## src/rtl/fifo_rd_stream.sv

```systemverilog
// Turns a synchronous FIFO read port (1-cycle read latency) into a valid/ready
// stream through a 2-entry skid buffer, so reads can be issued ahead of demand.
module fifo_rd_stream #(
  parameter int G_WIDTH = 8
) (
  input  logic               i_clk,
  input  logic               i_rst_n,
  input  logic               i_fifo_empty,
  input  logic [G_WIDTH-1:0] i_fifo_data,
  output logic               o_fifo_rd,
  output logic               o_valid,
  output logic [G_WIDTH-1:0] o_data,
  input  logic               i_ready,
  output logic [1:0]         o_occ,
  output logic [15:0]        o_beats
);

  // state   | meaning
  // S_EMPTY | no buffered word, o_valid low
  // S_ONE   | head word in r_buf0
  // S_TWO   | head in r_buf0, next word in r_buf1
  typedef enum logic [1:0] {
    S_EMPTY = 2'd0,
    S_ONE   = 2'd1,
    S_TWO   = 2'd2
  } t_occ;

  t_occ               r_occ;
  t_occ               w_occ_nxt;
  logic               r_inflight;
  logic [G_WIDTH-1:0] r_buf0;
  logic [G_WIDTH-1:0] r_buf1;
  logic [G_WIDTH-1:0] w_buf0_nxt;
  logic [G_WIDTH-1:0] w_buf1_nxt;
  logic [15:0]        r_beats;
  logic               w_pop;
  logic               w_cap;
  logic [2:0]         w_level;

  assign o_valid = (r_occ != S_EMPTY);
  assign o_data  = r_buf0;
  assign o_occ   = r_occ;
  assign o_beats = r_beats;

  assign w_pop = o_valid & i_ready;
  assign w_cap = r_inflight;

  // Words already owed to the buffer after this cycle's pop; a new read is
  // only safe if it still fits in two entries when it lands.
  assign w_level   = {1'b0, r_occ} + {2'b00, r_inflight} - {2'b00, w_pop};
  assign o_fifo_rd = i_rst_n & ~i_fifo_empty & (w_level < 3'd2);

  always_comb begin
    w_occ_nxt  = r_occ;
    w_buf0_nxt = r_buf0;
    w_buf1_nxt = r_buf1;
    case (r_occ)
      S_EMPTY: begin
        if (w_cap) begin
          w_occ_nxt  = S_ONE;
          w_buf0_nxt = i_fifo_data;
        end
      end
      S_ONE: begin
        if (w_cap && w_pop) begin
          w_buf0_nxt = i_fifo_data;
        end else if (w_cap) begin
          w_occ_nxt  = S_TWO;
          w_buf1_nxt = i_fifo_data;
        end else if (w_pop) begin
          w_occ_nxt = S_EMPTY;
        end
      end
      S_TWO: begin
        // Capture without pop cannot occur here: the read gate above forbids it.
        if (w_pop) begin
          w_buf0_nxt = r_buf1;
          if (w_cap) begin
            w_buf1_nxt = i_fifo_data;
          end else begin
            w_occ_nxt = S_ONE;
          end
        end
      end
      default: begin
        w_occ_nxt = S_EMPTY;
      end
    endcase
  end

  always_ff @(posedge i_clk) begin
    if (!i_rst_n) begin
      r_occ      <= S_EMPTY;
      r_inflight <= 1'b0;
      r_buf0     <= '0;
      r_buf1     <= '0;
      r_beats    <= 16'd0;
    end else begin
      r_occ      <= w_occ_nxt;
      r_inflight <= o_fifo_rd;
      r_buf0     <= w_buf0_nxt;
      r_buf1     <= w_buf1_nxt;
      if (w_pop) begin
        r_beats <= r_beats + 16'd1;
      end
    end
  end

endmodule

```

## config.mk

```make
export PLATFORM = sky130hd
export DESIGN_NAME = fifo_rd_stream
export DESIGN_NICKNAME = d
export VERILOG_FILES = /design/src/rtl/fifo_rd_stream.sv
export SDC_FILE = /design/constraint.sdc
export NUM_CORES = 1
export LEC_CHECK = 0
export ABC_CLOCK_PERIOD_IN_PS = 2050
export CORE_ASPECT_RATIO = 0.7
export CORE_MARGIN = 2
export CORE_UTILIZATION = 43
export CTS_CLUSTER_SIZE = 25
export DETAILED_ROUTE_END_ITERATION = 10
export PLACE_DENSITY = 0.82
export SYNTH_ARGS = -nofsm -noshare
export SYNTH_HDL_FRONTEND = slang
export SYNTH_SLANG_ARGS = --single-unit
```

## constraint.sdc

```tcl
create_clock -name i_clk -period 2.05 [get_ports i_clk]
set_input_delay 0.205 -clock i_clk [delete_from_list [all_inputs] [get_ports i_clk]]
set_output_delay 0.205 -clock i_clk [all_outputs]
set_load 0.005 [all_outputs]
```

==> flow_summary.json <==
{
  "synth_area_per_cell_um2": 9.07,
  "combPwrFrac_pct": 15.4,
  "clk_pin_slew_worst_paths_ns": 0.07,
  "grt.overflow.total": 0,
  "p_total_mw": 1.53,
  "r2r_start": "o_beats[5]$_SDFFE_PN0P_",
  "layout.nets": 245,
  "grt_pass1_vias": 1345,
  "core-area_um2": 3560,
  "synth-seq-cells": 35,
  "antenna_cells": 0,
  "required_ns": 1.85,
  "internal_power_mw": 1.15,
  "yosys-top-cells-area": "dfxtp_1 44%, mux2i_1 11%, nor2_1 7.2%",
  "placementRows": 18,
  "netlist_area_um2": 1610,
  "h-tree-depth": 2,
  "hpwl_um": 2620,
  "crit_path_end_kind": "output pin",
  "start_kind": "flop",
  "yosysWarnings": 0,
  "reg2reg_to": "o_beats[15]$_SDFFE_PN0P_",
  "vdd_drop_max_mv": 0.398,
  "clock_sinks": 35,
  "synth_nets": 192,
  "start_util_pct": 45.1,
  "rsz0062_at_grt": "yes",
  "p_leak_nw": 0.950,
  "tightest_slew_ns": 0.539,
  "holdPathStages": 2,
  "cp_max_fo": 2,
  "gp_congestion": 0.796,
  "arrival_ns": 2.00,
  "vias_per_cell": 5.15,
  "net-switching-power_uw": 379,
  "wire_per_inst_um": 13.2,
  "slew_headroom_pct": 64.1,
  "yosys.cell_types.count": 38,
  "holdBufCountCts": 0,
  "grt_pass1_wl_um": 5960,
  "fmax_mhz": 454,
  "setup_viol": 1,
  "swShare_pct": 24.9,
  "p_clk_share_pct": 37.2,
  "port_buffers": 39,
  "die-area_um2": 4250,
  "synth_cells": 177,
  "synth_edf_count": 0,
  "io_pins": 40,
  "routed_wl_um": 3710,
  "yosysTopAreaCell": "dfxtp_1",
  "fp.dieH_um": 55.1,
  "root_buffer": "clkbuf_8",
  "cts_made_buffers": 5,
  "async_reset_ff_share_pct": 0,
  "die_w_um": 77.0,
  "fin_cells": 281,
  "cts_tree": "done",
  "vias": 1446,
  "yosys_most_used_dff": "dfxtp_1",
  "path_class": "flop to output pin",
  "fin_skew_ns": 0.00714,
  "outcome": "finished with violations",
  "utilization_pct": 63.8,
  "drtAntennaViolNets": 0,
  "grt_start_max_net_pins": 24,
  "maxCapViolCount": 0,
  "drc": 0,
  "worst-r2r-cell-count": 4,
  "period_minus_slack_ns": 2.20,
  "setup_ws_ns": -0.151,
  "antenna_found_initial": 0,
  "violations": "negative setup slack",
  "clockBufferDepth": 2,
  "dpl.cell_count": 269,
  "layout-drive-gt1-share_pct": 16.0,
  "synth_top_area_share_pct": 43.6,
  "hp-class": "flop to flop",
  "r2r_slack_ns": 0.26,
  "area_growth_pct": 41.4,
  "power_frac_seq_pct": 47.4,
  "drt_iter0_drc": 70,
  "endpoint": "o_fifo_rd",
  "period_share_pct": 107,
  "drt_pass1_iterations": 4,
  "hold_violations": 0,
  "drv_slew": 0,
  "powerDensity_nw_per_um2": 673,
  "grt_use_total_pct": 18.5,
  "cp-startpoint": "o_occ[1]$_SDFFE_PN0P_",
  "worstSkewPairLatency_ns": 0.29,
  "synth-seq-area-share_pct": 43.6
}
synth_stat cells (2+ instances only):
| master | n |
|---|---|
| nand3_1 | 6 |
| nor4_1 | 2 |
| dfxtp_1 | 35 |
| buf_2 | 5 |
| xor2_1 | 7 |
| clkbuf_1 | 3 |
| nand2_1 | 12 |
| mux2i_1 | 18 |
| xnor2_1 | 4 |
| inv_1 | 6 |
| nor3_1 | 4 |
| or4_1 | 3 |
| a211oi_1 | 8 |
| o31ai_1 | 3 |
| nor2_1 | 31 |
| ha_1 | 2 |
| nor2b_1 | 2 |
| a21oi_1 | 6 |
worst min-delay path by stage:
stage                                          end                startpoint
after floorplan              r_inflight$_SDFF_PN0_              i_fifo_empty
after global placement      r_buf1[3]$_SDFFE_PN0P_    r_buf1[3]$_SDFFE_PN0P_
after detailed placement  o_beats[13]$_SDFFE_PN0P_  o_beats[13]$_SDFFE_PN0P_
after CTS                 o_beats[13]$_SDFFE_PN0P_  o_beats[13]$_SDFFE_PN0P_
after global routing        o_data[4]$_SDFFE_PN0P_    o_data[4]$_SDFFE_PN0P_
final                     o_beats[13]$_SDFFE_PN0P_  o_beats[13]$_SDFFE_PN0P_
state kept, by name, summed over array words and instances, names as in the netlist:
signal	count
o_occ	2
r_buf1	8
o_data	8
o_beats	16
r_inflight	1
logic make-up (layout without fill, tap and decap cells):
logic type | count (synthesis) | count (layout) | synth area share (%)
AOI/OAI and AO/OA | 25 | 25 | 11.0
xor gates and xnor gates | 11 | 11 | 6.00
adders and majority gates | 3 | 3 | 2.81
buffers and inverters | 14 | 68 | 3.66
DFF | 35 | 35 | 43.6
muxes | 18 | 18 | 11.2
and+or+nand+nor | 71 | 71 | 21.7
layout by cell type, fill, tap and decap left out, drive strengths merged, types with 2 or more instances in the layout:
cell type,instances
nor3,4
clkbuf,7
a21oi,6
o31ai,3
nand2,12
nor2b,2
nor4,2
dfxtp,35
xnor2,4
buf,16
nand3,6
clkdlybuf4s50,37
nor2,31
nand4,2
a211oi,8
o21ai,2
ha,2
mux2i,18
or4,4
xor2,7
inv,6
per-layer routing:
metal  up-vias  track usage (%)  share of wire, %
met4         0             7.14              0.75
met2        47             30.7                44
met3         4             6.49               6.2
met5         -                0                 0
li1        723                -                 -
met1       672             22.9                49
critical path: stages, from the launching register on:
cell and delay, ns:
dfxtp_2 0.33, o21a_1 0.15, inv_2 0.06, ha_4 0.26
nand2_2 0.05, fa_1 0.50, nand2_2 0.07, nor3_2 0.16
buf_2 0.13
final cells by class:
type | count | area, µm²
timing repair buffer | 54 | 509
tap | 50 | 62.6
sequential | 35 | 703
clock buffer | 7 | 96.3
multi-input combinational | 128 | 868
clock inverter | 1 | 7.51
fill | 326 | 1290
inverter | 6 | 22.5
through the flow:
step,cell area (µm²),setup TNS [ns],hold slack [ns],worst slack (ns)
after floorplan,1610,0,0.283,0.0125
after global placement,2120,-0.585,0.474,-0.585
after detailed placement,2120,-0.630,0.484,-0.630
after CTS,2260,-0.166,0.496,-0.166
after global routing,2270,-0.239,0.514,-0.239
final,2270,-0.151,0.491,-0.151
power groups by stage:
stage / Combinational (mW) / Sequential, mW / Clock, mW
6_report: 0.235 / 0.724 / 0.568
5_1_grt: 0.256 / 0.728 / 0.599
4_1_cts: 0.233 / 0.724 / 0.570
3_5_place_dp: 0.217 / 0.739 / 0
3_3_place_gp: 0.213 / 0.739 / 0
2_1_floorplan: 0.101 / 0.742 / 0
what timing repair did:
action                                  CTS  global route
endpoints found under the setup margin    1             1
gates resized for setup                  10             1
pin swaps                                 2             2
setup buffers                             3             1
endpoints found under the hold margin     0             0
Note: power is estimated with default switching activity, not from simulation.
